## config.mk

```make
export PLATFORM = sky130hd
export DESIGN_NAME = ext_ram_arbiter
export DESIGN_NICKNAME = d
export VERILOG_FILES = /design/src/rtl/ext_ram_arbiter.sv
export SDC_FILE = /design/constraint.sdc
export NUM_CORES = 1
export LEC_CHECK = 0
export BUFFER_PORTS_ARGS = -buffer_cell sky130_fd_sc_hd__buf_4
export CAP_MARGIN = 20
export CORE_AREA = 4 4 104 106
export CTS_BUF_LIST = sky130_fd_sc_hd__clkbuf_4 sky130_fd_sc_hd__clkbuf_8
export DETAILED_ROUTE_END_ITERATION = 7
export DIE_AREA = 0 0 108 110
export GPL_TIMING_DRIVEN = 0
export PLACE_DENSITY = 0.56
export SYNTH_ARGS = -nofsm -noshare
export SYNTH_HDL_FRONTEND = slang
export SYNTH_SLANG_ARGS = --single-unit
```

## constraint.sdc

```tcl
create_clock -name clk -period 2 [get_ports clk]
set_input_delay 0.1 -clock clk [delete_from_list [all_inputs] [get_ports clk]]
set_output_delay 0.1 -clock clk [all_outputs]
set_load 0.05 [all_outputs]
```

## src/rtl/ext_ram_arbiter.sv

```systemverilog
// Two-port arbiter for the 4-bit serial external RAM: CMD, 4 address nibbles, latency, 4 data nibbles.
// Define EXT_RAM_ARB_RR_EN for round-robin arbitration; otherwise port 0 has fixed priority.
module ext_ram_arbiter #(
  parameter int RAM_LATENCY = 7
) (
  input  logic        clk,
  input  logic        rst_n,
  input  logic        req0,
  input  logic        req1,
  input  logic [15:0] addr0,
  input  logic [15:0] addr1,
  output logic        ack0,
  output logic        ack1,
  output logic [15:0] rdata,
  output logic        busy,
  output logic [3:0]  addr_out,
  input  logic [3:0]  data_in,
  output logic [2:0]  dbg_state
);

  // Handshake: a requester raises reqN with addrN stable and holds both until ackN, a
  // one-cycle pulse with rdata valid in that cycle; a req still high afterwards is a new request.

  typedef enum logic [2:0] {
    S_IDLE = 3'd0,
    S_CMD  = 3'd1,
    S_ADDR = 3'd2,
    S_WAIT = 3'd3,
    S_DATA = 3'd4,
    S_DONE = 3'd5
  } state_t;

  localparam logic [3:0] CMD_READ  = 4'h1;
  localparam logic [3:0] WAIT_LOAD = 4'(RAM_LATENCY - 1);

  state_t      state;
  state_t      state_nx;
  logic [1:0]  beat;
  logic [1:0]  beat_nx;
  logic [3:0]  wcnt;
  logic [3:0]  wcnt_nx;
  logic        grant;
  logic        grant_nx;
  logic [15:0] addr_sh;
  logic [15:0] addr_sh_nx;
  logic [15:0] shreg;
  logic [15:0] shreg_nx;
  logic [3:0]  addr_out_nx;
  logic        turn;
  logic        take;
  logic        pick;

  // The IDLE cycle right after DONE is a turnaround: requests stay pending and are granted
  // one cycle later, giving the 12+RAM_LATENCY back-to-back period.
  assign take = (state == S_IDLE) && !turn && (req0 || req1);

`ifdef EXT_RAM_ARB_RR_EN
  logic last;

  always_ff @(posedge clk or negedge rst_n) begin
    if (!rst_n) begin
      last <= 1'b1;
    end else if (take) begin
      last <= pick;
    end
  end

  assign pick = (req0 && req1) ? !last : req1;
`else
  assign pick = !req0;
`endif

  always_comb begin
    state_nx    = state;
    beat_nx     = beat;
    wcnt_nx     = wcnt;
    grant_nx    = grant;
    addr_sh_nx  = addr_sh;
    shreg_nx    = shreg;
    addr_out_nx = 4'h0;
    case (state)
      S_IDLE: begin
        if (take) begin
          state_nx   = S_CMD;
          grant_nx   = pick;
          addr_sh_nx = pick ? addr1 : addr0;
        end
      end
      S_CMD: begin
        state_nx = S_ADDR;
        beat_nx  = 2'd0;
      end
      S_ADDR: begin
        if (beat == 2'd3) begin
          state_nx = S_WAIT;
          wcnt_nx  = WAIT_LOAD;
        end else begin
          beat_nx = beat + 2'd1;
        end
      end
      S_WAIT: begin
        if (wcnt == 4'd0) begin
          state_nx = S_DATA;
          beat_nx  = 2'd0;
        end else begin
          wcnt_nx = wcnt - 4'd1;
        end
      end
      S_DATA: begin
        shreg_nx = {data_in, shreg[15:4]};
        if (beat == 2'd3) begin
          state_nx = S_DONE;
        end else begin
          beat_nx = beat + 2'd1;
        end
      end
      S_DONE: begin
        state_nx = S_IDLE;
      end
      default: begin
        state_nx = S_IDLE;
      end
    endcase

    // Outputs are registered, so they are decoded from the state being entered.
    if (state_nx == S_CMD) begin
      addr_out_nx = CMD_READ;
    end else if (state_nx == S_ADDR) begin
      addr_out_nx = addr_sh[3:0];
      addr_sh_nx  = {4'h0, addr_sh[15:4]};
    end
  end

  always_ff @(posedge clk or negedge rst_n) begin
    if (!rst_n) begin
      state    <= S_IDLE;
      beat     <= 2'd0;
      wcnt     <= 4'd0;
      grant    <= 1'b0;
      addr_sh  <= 16'h0000;
      shreg    <= 16'h0000;
      turn     <= 1'b0;
      addr_out <= 4'h0;
      busy     <= 1'b0;
      ack0     <= 1'b0;
      ack1     <= 1'b0;
      rdata    <= 16'h0000;
    end else begin
      state    <= state_nx;
      beat     <= beat_nx;
      wcnt     <= wcnt_nx;
      grant    <= grant_nx;
      addr_sh  <= addr_sh_nx;
      shreg    <= shreg_nx;
      turn     <= (state == S_DONE);
      addr_out <= addr_out_nx;
      busy     <= (state_nx != S_IDLE);
      ack0     <= (state_nx == S_DONE) && !grant_nx;
      ack1     <= (state_nx == S_DONE) && grant_nx;
      if (state_nx == S_DONE) begin
        rdata <= shreg_nx;
      end
    end
  end

  assign dbg_state = state;

endmodule
```

==> implementation parameters <==
Parameter                              Value

Cells and area
  Area added between synthesis and finish    31.91%
  Combined flip-flop and latch cell area    ~1600 sq um
  Final net count    roughly 350
  Final Util    0.3963
  Area of combinational cells with multiple inputs    around 1300 sq um
  Ratio of cells with drive above 1 in the final layout    0.4810
  Count of inserted antenna diode cells    0
  Fill cell instance count of the final layout    938

Yosys
  Adder and majority gate portion of the synthesized area    0.008522
  Number of distinct library cells after synthesis    between 40 and 50
  Yosys top cell by area    sky130_fd_sc_hd__dfrtp_1
  Register area share after synthesis    0.5283
  Yosys reg bits    slightly above 60
  Share of flip-flops with an asynchronous set or reset after synthesis    1.000
  Ys Warns    0
  Synthesized-area fraction occupied by ao, oa, aoi and oai cells    0.09416
  Top-area cell type share of the netlist area    0.5283
  Total nets after synthesis    270
  Commonest cells in the synthesized netlist    62 x sky130_fd_sc_hd__dfrtp_1, 33 x sky130_fd_sc_hd__mux2_2, 17 x sky130_fd_sc_hd__mux2i_1, 17 x sky130_fd_sc_hd__nand2_1, 10 x sky130_fd_sc_hd__o21ai_2
  Largest cells by area after synthesis    sky130_fd_sc_hd__dfrtp_1 53%, sky130_fd_sc_hd__mux2_2 13%, sky130_fd_sc_hd__mux2i_1 5.8%
  Syn Std Cell Area    just under 3000 sq um
  Synthesized instance count    around 230
  Avg Cell Area, Syn    12.88 sq um
  Fraction of synthesized cell area in xor and xnor cells    0.008948
  Dominant combinational cell family by area after synthesis    multiplexers
  Fraction of synthesized area in multiplexers    0.2113
  EDFF count, synth    0
  Post-Synth Simple-Gate Area    0.1074
  Leading register cell type out of synthesis    sky130_fd_sc_hd__dfrtp_1
  Cell with the most instances after synthesis    sky130_fd_sc_hd__dfrtp_1

Power
  Power density cells    1163 nW/um^2
  VDD IR-drop max    about 0.46 mV
  Leakage power summed over all cells    between 1.5 and 2 nW
  Final Total Pwr    between 4 and 5 mW

STA
  Number of hold-slack violations in the final timing report    0
  Post-layout minimum cycle time    approximately 1.8 ns
  Worst clock skew on the final layout    0.008012 ns
  Fin. max-slew vios    0
  Fmax    between 0.5 and 0.6 GHz
  Post-route fraction of the period consumed by the critical path    0.9219
  Least-Margin Pin Slew    0.7756 ns
  Remaining max-slew budget at the tightest pin    0.4829
  Setup-failing EPs final    0
  Worst Slack Setup Final    about 0.16 ns
  Total Neg Setup Slack    0 ns
  Unrepaired setup endpoints after global routing    no

Die
  Cell Rows    36
  Width of the die    approximately 110 um
  Die Outline Area    11880 sq um
  Die height    110 um
  Core area    9774 sq um
  Starting density of the core    0.3004
  Ports    66

Critical path
  Kind of end point of the critical path    flip-flop
  Worst Path Max Fanout    10
  Critical Path Source Type    flip-flop
  Endpoint arrival time on the critical path    slightly above 2 ns
  Worst path required time    between 2 and 2.5 ns
  Category of the most critical setup path    flip-flop to flip-flop

Clocking
  Clock latency at the later pin of the worst-skew pair    ~0.33 ns
  Max Root-Sink Buffers    2
  Number of sinks driven by the clock tree    a little over 60
  H-tree depth    3
  TritonCTS Buffers    9
  TritonCTS clock tree    built
  Clock transition at path regs    0.07 ns
  Cell chosen for the clock root    sky130_fd_sc_hd__clkbuf_8

Route
  Total wire length after detailed routing    around 6000 um
  Wire per inst    ~13 um
  Via total after detailed routing    1972
  Pre-Repair DR Iteration Count    3
  Vias per inst    about 4.4
  Residual DRC count    0
  Number of nets with antenna violations after detailed routing    0
  Violation count after the first detailed-routing iteration    a little under 80

Global routing
  Maximum number of pins on one net before global-route repair    63
  Overflow left after global routing    0
  Global-route wire length before repair    ~10000 um
  Number of antenna violations at the first check in global routing    0
  All-Layer GR Usage    0.1074
  Via count of the first global-routing pass    2036

Place
  Global placer's final weighted congestion    0.7485
  Placement-stage worst setup slack    -0.08200 ns
  Port buffer count    64
  Post-DP HPWL    roughly 4300 um

Outcome
  Status    complete, no violations

Min path
  Hold WC Path Type    input pin to flip-flop

Flow run
  # Max-Cap Violations    0
## worst paths after layout
path / startpoint / to / slack, ns / depth (start not counted)
min in group asynchronous: rst_n / rdata[14]$_DFFE_PN0P_ / 0.38 / 2
setup / recovery: beat[0]$_DFFE_PN0P_ / rdata[9]$_DFFE_PN0P_ / 0.16 / 6
max in group asynchronous: rst_n / beat[0]$_DFFE_PN0P_ / 1.06 / 2
hold reg to reg: addr_sh[0]$_DFF_PN0_ / addr_out[0]$_DFF_PN0_ / 0.48 / 1
setup reg to reg: beat[0]$_DFFE_PN0P_ / rdata[9]$_DFFE_PN0P_ / 0.16 / 6
hold / removal: addr1[12] / addr_sh[12]$_DFF_PN0_ / 0.16 / 3
## critical path, cell delays in order, from the launching register on
cell,delay (ns)
sky130_fd_sc_hd__dfrtp_2,0.44
sky130_fd_sc_hd__ha_1,0.22
sky130_fd_sc_hd__clkbuf_2,0.19
sky130_fd_sc_hd__and3_1,0.20
sky130_fd_sc_hd__clkbuf_4,0.19
sky130_fd_sc_hd__buf_6,0.17
sky130_fd_sc_hd__mux2_1,0.31
## power breakdown
group          internal [mW]  switching (mW)
registers               1.54           0.196
clock network          0.695           0.490
logic                  0.667           0.912
## repair_timing
item | in CTS | in global routing
hold buffers | 5 | 0
setup buffers | 0 | 3
endpoints found under the setup margin | 8 | 13
hold endpoints to repair | 70 | 0
gates resized for setup | 1 | 2
## registers in the layout, summed over array words and instances (netlist names)
name	cells
beat	2
addr_sh	16
busy	1
shreg	12
grant	1
wcnt	4
ack0	1
dbg_state	3
ack1	1
addr_out	4
turn	1
rdata	16
## cell families (layout without fill, tap and decap cells)
kind of cell | Yosys count | count (layout)
flops | 62 | 62
fa+ha+maj | 2 | 2
xor+xnor | 3 | 3
mux | 57 | 57
buf+inv | 19 | 107
compound gates | 34 | 34
simple gates | 51 | 51
## layout make-up
| type | instances | area share |
|---|---|---|
| flip-flops and latches | 62 | 0.4008 |
| repair buffers | 72 | 0.1428 |
| clock buffers | 9 | 0.03198 |
| inverters | 5 | 0.004845 |
| well taps | 133 | 0.04296 |
| multi-input cells | 147 | 0.3262 |
| clock inverters | 7 | 0.02293 |
| plain buffers | 14 | 0.02745 |
## routing by layer
metal  vias to the layer above  global-route usage  wire, um
met5                         -                   0         0
met4                         0             0.04238        65
met3                         7             0.03320       475
met2                        61              0.1572      2629
met1                       930              0.1484      2875
li1                        974                   -         -
## placed cells by master (no fill, tap or decap), types with 2 or more instances in the layout
cell,instances
sky130_fd_sc_hd__dlygate4sd3_1,5
sky130_fd_sc_hd__inv_1,5
sky130_fd_sc_hd__xnor2_1,3
sky130_fd_sc_hd__buf_2,3
sky130_fd_sc_hd__o21ai_2,10
sky130_fd_sc_hd__dfrtp_1,61
sky130_fd_sc_hd__buf_4,71
sky130_fd_sc_hd__buf_6,4
sky130_fd_sc_hd__a211oi_2,4
sky130_fd_sc_hd__o21ai_0,4
sky130_fd_sc_hd__mux2_2,33
sky130_fd_sc_hd__mux2_1,7
sky130_fd_sc_hd__nor2_1,8
sky130_fd_sc_hd__clkbuf_8,9
sky130_fd_sc_hd__nor2b_1,2
sky130_fd_sc_hd__mux2i_1,17
sky130_fd_sc_hd__bufinv_16,2
sky130_fd_sc_hd__nor3b_1,3
sky130_fd_sc_hd__a21oi_1,4
sky130_fd_sc_hd__ha_1,2
sky130_fd_sc_hd__o21ai_1,2
sky130_fd_sc_hd__o21bai_1,2
sky130_fd_sc_hd__nand2_1,17
sky130_fd_sc_hd__or3_1,2
sky130_fd_sc_hd__and2_1,4
sky130_fd_sc_hd__clkinv_2,4
## per-stage QoR
step	hold slack [ns]	instance area, sq um	instances
floorplan	-0.1956	2937	228
global placement	0.2352	3583	425
detailed placement	0.2455	3583	425
CTS	0.1525	3847	446
global route	0.1645	3874	449
finish	0.1568	3874	449
Power figures use the tool's default switching activity.
